**src/rtl/reg_wr_pkg.sv**
```systemverilog
// Shared definitions for the multi-port register-file write decoder:
// width helpers, the default port-select width and the row-select word type.
package reg_wr_pkg;

  // Ceiling log2 for elaboration-time widths; clog2(1) = 0.
  function automatic int clog2(input int n);
    int w;
    w = 0;
    while ((1 << w) < n) w = w + 1;
    return w;
  endfunction

  // Port-select width: one bit minimum so a single-port build still has a field.
  function automatic int pselWidth(input int numPorts);
    int w;
    w = clog2(numPorts);
    return (w < 1) ? 1 : w;
  endfunction

  // Default build: 16 rows, two write ports.
  localparam int DEF_ADDR_W    = 4;
  localparam int DEF_NUM_PORTS = 2;
  localparam int DEF_PSEL_W    = pselWidth(DEF_NUM_PORTS);

  // Row-select word of the default build (port index driven onto one row).
  typedef logic [DEF_PSEL_W-1:0] rowSel_t;

endpackage

```
**src/rtl/reg_write_port_ctrl_onehot_decoder.sv**
```systemverilog
// Combinational address-to-row decoder with enable; one instance per write port.
// Its output is the per-port row request vector that arbitration works on.
module onehot_decoder
  import reg_wr_pkg::*;
#(
  parameter int ADDR_W = DEF_ADDR_W
) (
  input  logic [ADDR_W-1:0]      addr,
  input  logic                   en,
  output logic [(1<<ADDR_W)-1:0] onehot
);

  // Exactly one row bit set when enabled, none otherwise.
  always_comb begin
    onehot       = '0;
    onehot[addr] = en;
  end

endmodule

```
**src/rtl/reg_write_port_ctrl.sv**
```systemverilog
// Multi-port register-file write decoder. Each cycle it takes up to NUM_PORTS
// write requests, arbitrates same-row collisions round-robin, and drives a
// registered per-row wordline plus the winning port index for each written row.
module reg_write_port_ctrl
  import reg_wr_pkg::*;
#(
  parameter  int ADDR_W    = 4,
  parameter  int NUM_PORTS = 2,
  parameter  int ZERO_RO   = 1,
  localparam int DEPTH     = 1 << ADDR_W,
  localparam int PSEL_W    = pselWidth(NUM_PORTS)
) (
  input  logic                        clk,
  input  logic                        rst,
  input  logic                        stall,
  input  logic [NUM_PORTS-1:0]        wr_valid,
  input  logic [NUM_PORTS*ADDR_W-1:0] wr_addr,
  output logic [NUM_PORTS-1:0]        wr_ready,
  output logic [DEPTH-1:0]            wordline,
  output logic [DEPTH*PSEL_W-1:0]     wl_sel,
  output logic                        conflict
);

  // Per-port row requests, already gated by valid and stall.
  logic [NUM_PORTS-1:0][DEPTH-1:0] reqRow;
  logic [NUM_PORTS-1:0]            grant;
  logic [DEPTH-1:0]                wlNext;
  logic [DEPTH*PSEL_W-1:0]         selNext;
  logic                            collAny;
  logic [PSEL_W-1:0]               rrPtr;
  logic [PSEL_W-1:0]               rrNext;

  for (genvar p = 0; p < NUM_PORTS; p++) begin : gPort
    onehot_decoder #(
      .ADDR_W (ADDR_W)
    ) uDec (
      .addr   (wr_addr[p*ADDR_W +: ADDR_W]),
      .en     (wr_valid[p] & ~stall),
      .onehot (reqRow[p])
    );
  end

  // Per-row arbitration: winner is the first requester at or after rrPtr
  // (cyclic); a read-only row 0 swallows every request without a wordline.
  always_comb begin : arbComb
    int  nReq;
    int  win;
    int  idx;
    int  lowWin;
    bit  found;
    grant   = '0;
    wlNext  = '0;
    selNext = wl_sel;
    collAny = 1'b0;
    rrNext  = rrPtr;
    lowWin  = NUM_PORTS;
    nReq    = 0;
    win     = 0;
    idx     = 0;
    found   = 1'b0;
    for (int r = 0; r < DEPTH; r++) begin
      nReq = 0;
      for (int p = 0; p < NUM_PORTS; p++) begin
        if (reqRow[p][r]) nReq = nReq + 1;
      end
      if ((ZERO_RO != 0) && (r == 0)) begin
        for (int p = 0; p < NUM_PORTS; p++) begin
          if (reqRow[p][0]) grant[p] = 1'b1;
        end
      end else if (nReq != 0) begin
        found = 1'b0;
        win   = 0;
        for (int k = 0; k < NUM_PORTS; k++) begin
          idx = (int'(rrPtr) + k) % NUM_PORTS;
          if (!found && reqRow[idx][r]) begin
            found = 1'b1;
            win   = idx;
          end
        end
        grant[win]                  = 1'b1;
        wlNext[r]                   = 1'b1;
        selNext[r*PSEL_W +: PSEL_W] = PSEL_W'(win);
        if (nReq > 1) begin
          collAny = 1'b1;
          if (win < lowWin) lowWin = win;
        end
      end
    end
    if (collAny) rrNext = PSEL_W'((lowWin + 1) % NUM_PORTS);
  end

  // Ready is the grant itself, forced low while reset is held.
  assign wr_ready = rst ? '0 : grant;

  // ---- stage boundary: accepted writes become registered row strobes ----
  // Wordline/select register plus conflict flag and round-robin pointer.
  always_ff @(posedge clk or posedge rst) begin
    if (rst) begin
      wordline <= '0;
      wl_sel   <= '0;
      conflict <= 1'b0;
      rrPtr    <= '0;
    end else begin
      wordline <= wlNext;
      wl_sel   <= selNext;
      if (!stall) begin
        conflict <= collAny;
        rrPtr    <= rrNext;
      end
    end
  end

endmodule
```
**config.mk**
```make
export PLATFORM = sky130hd
export DESIGN_NAME = reg_write_port_ctrl
export DESIGN_NICKNAME = d
export VERILOG_FILES = /design/src/rtl/reg_wr_pkg.sv /design/src/rtl/reg_write_port_ctrl_onehot_decoder.sv /design/src/rtl/reg_write_port_ctrl.sv
export SDC_FILE = /design/constraint.sdc
export NUM_CORES = 1
export LEC_CHECK = 0
export BUFFER_PORTS_ARGS = -buffer_cell sky130_fd_sc_hd__buf_4
export CAP_MARGIN = 20
export CORE_MARGIN = 1
export CORE_UTILIZATION = 42
export DETAILED_ROUTE_END_ITERATION = 10
export GPL_ROUTABILITY_DRIVEN = 0
export PLACE_DENSITY_LB_ADDON = 0.12
export SYNTH_ARGS = -nofsm -noshare
export SYNTH_HDL_FRONTEND = slang
export SYNTH_SLANG_ARGS = --single-unit
```
**constraint.sdc**
```tcl
create_clock -name clk -period 5.3 [get_ports clk]
set_input_delay 0.795 -clock clk [delete_from_list [all_inputs] [get_ports clk]]
set_output_delay 0.795 -clock clk [all_outputs]
set_load 0.01 [all_outputs]
```
Word-level counts from Yosys, hierarchy flattened
Cells that the tools add are included.
{ "op_classes": {"add_sub_neg": 17, "order_cmp": 66, "n_mux": 252, "n_bitwise": 21, "reduce_logical": 63} }
{ "op_table": {"columns": ["op", "count"], "rows": [
  ["2-to-1 mux 32 bit", 87],
  ["< comparator 32 x 3 -> 1 bit, second input constant", 16],
  ["adder 32 x 2 -> 32 bit, second input constant", 15],
  [">= comparator 32 x 1 -> 1 bit, second input constant", 15],
  ["greater-than comparator 32 x 2 -> 1 bit, second input constant", 15],
  ["nonzero test 32 bit", 15],
  ["< comparator 32 bit", 14],
  ["2-to-1 mux 1 bit", 127],
  ["2-to-1 mux 16 bit", 5],
  ["AND 16 bit", 2],
  ["logical AND 1 bit", 32],
  ["2-to-1 mux 2 bit", 16],
  ["OR 2 bit", 15],
  ["demux 1 bit (select 1 bit)", 15],
  ["logical NOT 1 bit", 15],
  ["< comparator 4 x 5 -> 1 bit, second input constant", 2],
  ["demux 1 bit (select 4 bit)", 2],
  [">= comparator 4 x 1 -> 1 bit, second input constant", 2],
  ["< comparator 2 x 3 -> 1 bit, second input constant", 1],
  ["adder 1 bit, second input constant", 2],
  ["AND 1 bit", 2],
  ["< comparator 1 x 2 -> 1 bit, second input constant", 1],
  ["AND reduction 2 bit", 1],
  ["AND 1 bit, first input constant", 1],
  ["NOT 1 bit", 1]
]} }
{ "word_totals": {"ff_bits": 32, "in_bits": 13, "out_inout_bits": 35} }

Logic depth before layout (Yosys ltp)
{ "logic_depth": {"word_depth": 75, "mapped_depth": 8, "ltp_nobuf": 6} }

Hierarchy
Synthesis repeated with hierarchy kept, for this count alone.
{ "hier_totals": {"hier_cells": 198, "hier_area_um2": 1734.2} }
{ "by_module_without_submodules": {"columns": ["module", "instances", "cells_per_inst", "area_each_um2", "seq_area_each_um2"], "rows": [
  ["reg_write_port_ctrl", 1, 152, 1498.9, 800.8],
  ["onehot_decoder", 2, 23, 117.6, 0.0]
]} }

Worst setup path before layout
Ideal clock, no wire load.
{ "synth_timing": {"kind": "in2out", "startpoint": "input wr_addr[0]", "endpoint": "output wr_ready[1]", "arrival_time_ns": 2.197, "t_required_ns": 4.505, "slack_ns": 2.308, "stages": 6, "path_cell_list": "buf_6 -> or4b_4 -> o31a_1 -> nor4_1 -> and3_1 -> a31oi_1"} }
{ "synth_via": {"elab_chain_len": 48, "word_cells_on_any_way": 282, "classes_between": "add/sub (15); order compare (32); mux (158); bitwise (16); reduce/logical (61)"} }
{ "synth_lines": {"columns": ["item", "line_no", "source"], "rows": [
  ["start, declared", "reg_write_port_ctrl.sv:17", "input logic [NUM_PORTS*ADDR_W-1:0] wr_addr,"],
  ["< comparator 4 x 5 -> 1 bit (not written as such) / >= comparator 4 x 1 -> 1 bit (equally long branches)", "reg_write_port_ctrl_onehot_decoder.sv:16", "onehot[addr] = en;"],
  ["logical AND 1 bit (not written as such)", "reg_write_port_ctrl_onehot_decoder.sv:16", null],
  ["2-to-1 mux 1 bit (not written as such)", "reg_write_port_ctrl_onehot_decoder.sv:16", null],
  ["demux 1 bit (select 4 bit) *", null, null],
  ["AND 16 bit (no line) *", null, null],
  ["2-to-1 mux 16 bit (not written as such) (2 in series)", "reg_write_port_ctrl.sv:75", "if (!found && reqRow[idx][r]) begin"],
  ["2-to-1 mux 1 bit", "reg_write_port_ctrl.sv:75", null],
  ["2-to-1 mux 1 bit", "reg_write_port_ctrl.sv:70", "end else if (nReq != 0) begin"],
  ["(+31 left out)", null, null],
  ["2-to-1 mux 2 bit", "reg_write_port_ctrl.sv:70", null],
  ["OR 2 bit (no line)", null, null],
  ["2-to-1 mux 2 bit", "reg_write_port_ctrl.sv:70", null],
  ["OR 2 bit (no line)", null, null],
  ["2-to-1 mux 2 bit", "reg_write_port_ctrl.sv:70", null],
  ["OR 2 bit (no line)", null, null],
  ["2-to-1 mux 2 bit *", "reg_write_port_ctrl.sv:70", null],
  ["2-to-1 mux 2 bit *", "reg_write_port_ctrl.sv:93", "assign wr_ready = rst ? '0 : grant;"],
  ["end, declared", "reg_write_port_ctrl.sv:18", "output logic [NUM_PORTS-1:0] wr_ready,"]
]} }
Mark *: on every way between the ends. The rest lies on a longest branch, timed or not. The select of a mux whose other input is x is not followed.

Final worst setup path
{ "layout_timing": {"startpoint": "input stall", "endpoint": "output wr_ready[1]"} }
{ "layout_via": {"elab_chain_len": 46, "word_cells_on_any_way": 282, "classes_between": "add/sub (15); order compare (30); mux (157); bitwise (20); reduce/logical (60)"} }
{ "layout_lines": {"columns": ["item", "line_no", "source"], "rows": [
  ["start, declared", "reg_write_port_ctrl.sv:15", "input logic stall,"],
  ["NOT 1 bit (no line) *", null, null],
  ["AND 1 bit", "reg_write_port_ctrl.sv:38", ".en (wr_valid[p] & ~stall),"],
  ["AND 16 bit (no line)", null, null],
  ["2-to-1 mux 16 bit (not written as such) (2 in series)", "reg_write_port_ctrl.sv:75", null],
  ["2-to-1 mux 1 bit", "reg_write_port_ctrl.sv:75", null],
  ["2-to-1 mux 1 bit", "reg_write_port_ctrl.sv:70", null],
  ["logical NOT 1 bit", "reg_write_port_ctrl.sv:75", null],
  ["logical AND 1 bit", "reg_write_port_ctrl.sv:75", null],
  ["(+29 left out)", null, null],
  ["2-to-1 mux 2 bit", "reg_write_port_ctrl.sv:70", null],
  ["OR 2 bit (no line)", null, null],
  ["2-to-1 mux 2 bit", "reg_write_port_ctrl.sv:70", null],
  ["OR 2 bit (no line)", null, null],
  ["2-to-1 mux 2 bit", "reg_write_port_ctrl.sv:70", null],
  ["OR 2 bit (no line)", null, null],
  ["2-to-1 mux 2 bit *", "reg_write_port_ctrl.sv:70", null],
  ["2-to-1 mux 2 bit *", "reg_write_port_ctrl.sv:93", null]
]} }
Marks and branches as above.

==> metrics.txt <==
Crit. End Element output pin; max-cap violations 0; first-pass iteration count of the detailed router 4; RSZ-0062 raised after global routing false; setup TNS 0 ns; WL/cell 15.4 um; Post-DP HPWL 3.70 mm; mapped cell area 1920 um2; P_sw 0.000199 W; Std-Cell Rows 24; FMAX 0.305 GHz; most numerous cell in the Yosys netlist nand2_1; Rel. slew slack 56.1%; WS Path Type input pin to output pin; prevailing post-synth register cell dfrtp_1; Yosys top cell by area dfrtp_1; FILL cells 417; vias in the first global route 1687; Floorplan Core Area 4380 um2; antenna viol nets, final 0; switch share 28.9%; TritonCTS clock tree done; CTS root buf clkbuf_8; final hold violations 0; post-CTS sizing 0; ys async rst share 100%; Antenna Cells 0; Synth Warn # 0; die height 69.7 um; Initial Util 43.9%; Synth Instances 238; DRC viols 0; die width 69.7 um; share of layout cells above drive strength 1 22.4%; Synth Area in Compound Gates 17.8%; # IOs 48; area delta synth->final 22.9%; final wirelength 5.07 mm; Final setup viols 0; post-synthesis mux area share 0%; # clock sinks 32; P_int 0.000489 W; Mapped Avg Cell Area 8.08 um2; EDFF count, synth 0; total track usage 21.8%; Flop pwr share 43.1%; Placed Cells 321; ranking of synthesized cells by area dfrtp_1 42%, nand2_1 11%, nor2_1 5.7%, o21ai_0 4.9%, nand3_1 2.3%; kind of start point of the critical path input pin; Post-synth top cells 55 x nand2_1, 32 x dfrtp_1, 29 x nor2_1, 19 x o21ai_0, 9 x nand3_1; XOR/XNOR share of the synthesized area 1.82%; Seq. cell area 801 um2; initial antenna violation count 0; LEAKAGE 1.15 nW; Hold Buf Count CTS 0; WP data arrival 2.49 ns; WP data required 4.51 ns; main combinational cell family by area after synthesis simple AND/OR/NAND/NOR gates; pin count of the biggest net entering global routing 33; post-DR vias/cell 5.71; Clk pwr share 33.6%; PortBufs 45; post-synthesis register bit count 32; simple logic cell fraction of the synthesized area 33.3%; post-CTS setup buffers 0; combinational fraction of design power 23.3%; Cell variety after synth 48; Least-Margin Pin Slew 0.649 ns; Final nets 289; Min-Delay Path Class register to register; VDD IR max 0.000150 V; worst skew pair latency 0.29 ns; Via Count 1878; global-route wire length before repair 8.25 mm; Seq/Total Area, Yosys 41.6%; Finished Layout Cells 329; htree depth 2; CTS buffer count 5; Max clock buf depth 2; PD cells 291 nW/um2; die area 4850 um2; Max Slew Vio Count 0; Adder-Cell Fraction of Synth Area 0%; CP max FO 16; area of the multi-input gates 1030 um2; share of the synthesized area in the top cell type 41.6%; clock transition at the registers of the reported paths 0.07 ns; final core occ 53.9%; post-route clock period utilization 61.9%; initial DRC count 94; Setup Skew 0.00674 ns; outcome completed; grt ovf 0; min cycle time layout 3.28 ns
[layer usage]
metal / vias to the layer above / global-route usage [%] / share of wire, %
met1: 865 / 29.4 / 45
met4: 0 / 10.2 / 2.5
li1: 918 / - / -
met5: - / 0 / 0
met2: 80 / 32.8 / 44
met3: 15 / 5.38 / 7.7
[cell type report]
cell class	instances	area share, %
well taps	52	2.75
multi-input cells	187	43.4
clock buffers	6	3.07
repair buffers	47	14.9
flip-flops and latches	32	33.9
clock inverters	2	1.48
inverters	3	0.476
[kinds of logic (layout without fill, tap and decap cells)]
group / count (synthesis) / count (layout)
and+or+nand+nor: 128 / 128
AOI/OAI and AO/OA: 53 / 53
DFF: 32 / 32
buffers and inverters: 20 / 58
xor gates and xnor gates: 4 / 4
other: 1 / 2
[critical path, stage by stage]
cell and delay (ns):
buf_4 0.16, or4b_4 0.57, o31a_1 0.25, nor4_1 0.27
and3_1 0.21, a31oi_1 0.09, buf_4 0.15
[worst paths after layout]
check | startpoint | end | slack (ns) | depth (start not counted)
setup / recovery | stall | wr_ready[1] | 2.02 | 7
hold / removal | wl_sel[13] | wl_sel[13] | 0.48 | 2
setup reg to reg | rrPtr | wl_sel[11] | 4.13 | 3
hold reg to reg | wl_sel[13] | wl_sel[13] | 0.48 | 2
max in group asynchronous | rst | wl_sel[6] | 4.39 | 3
min in group asynchronous | rst | wordline[15] | 0.61 | 3
[metrics by stage]
step                hold slack (ns)  cell area (um2)  setup WS (ns)  total power, W
finish                        0.478             2360           2.02        0.000688
global route                  0.508             2360           1.91        0.000725
CTS                           0.489             2360           2.04        0.000695
detailed placement            0.475             2260           2.05        0.000463
global placement              0.467             2260           2.07        0.000461
floorplan                     0.511             1930           2.31        0.000386
[cell usage in the layout (no fill, tap or decap), types with 2 or more instances in the layout]
master and instances:
nor3_1 3, xor2_1 2, a31oi_1 5, conb_1 2, clkbuf_8 5, a32oi_1 3, nand4b_1 2, nand2b_1 6
nor2b_1 6, nor2_1 29, nand2_1 55, o21ai_0 19, o22ai_1 7, dfrtp_1 32, nor4_1 4, a41oi_1 2
xnor2_1 2, nand3_1 9, buf_4 47, a221oi_1 2, inv_1 3, and4bb_2 3, a21oi_1 5
[power groups by stage]
stage | Combinational [W] | Sequential [W] | Clock [W]
after CTS | 0.000162 | 0.000297 | 0.000235
after floorplan | 0.0000738 | 0.000312 | 0
after global placement | 0.000159 | 0.000302 | 0
after detailed placement | 0.000161 | 0.000302 | 0
after global routing | 0.000177 | 0.000301 | 0.000247
final | 0.000160 | 0.000297 | 0.000231
[state kept, by name, indices dropped and copies added (netlist names)]
register	cells
conflict	1
rrPtr	1
wl_sel	15
wordline	15
Power figures use the tool's default switching activity.
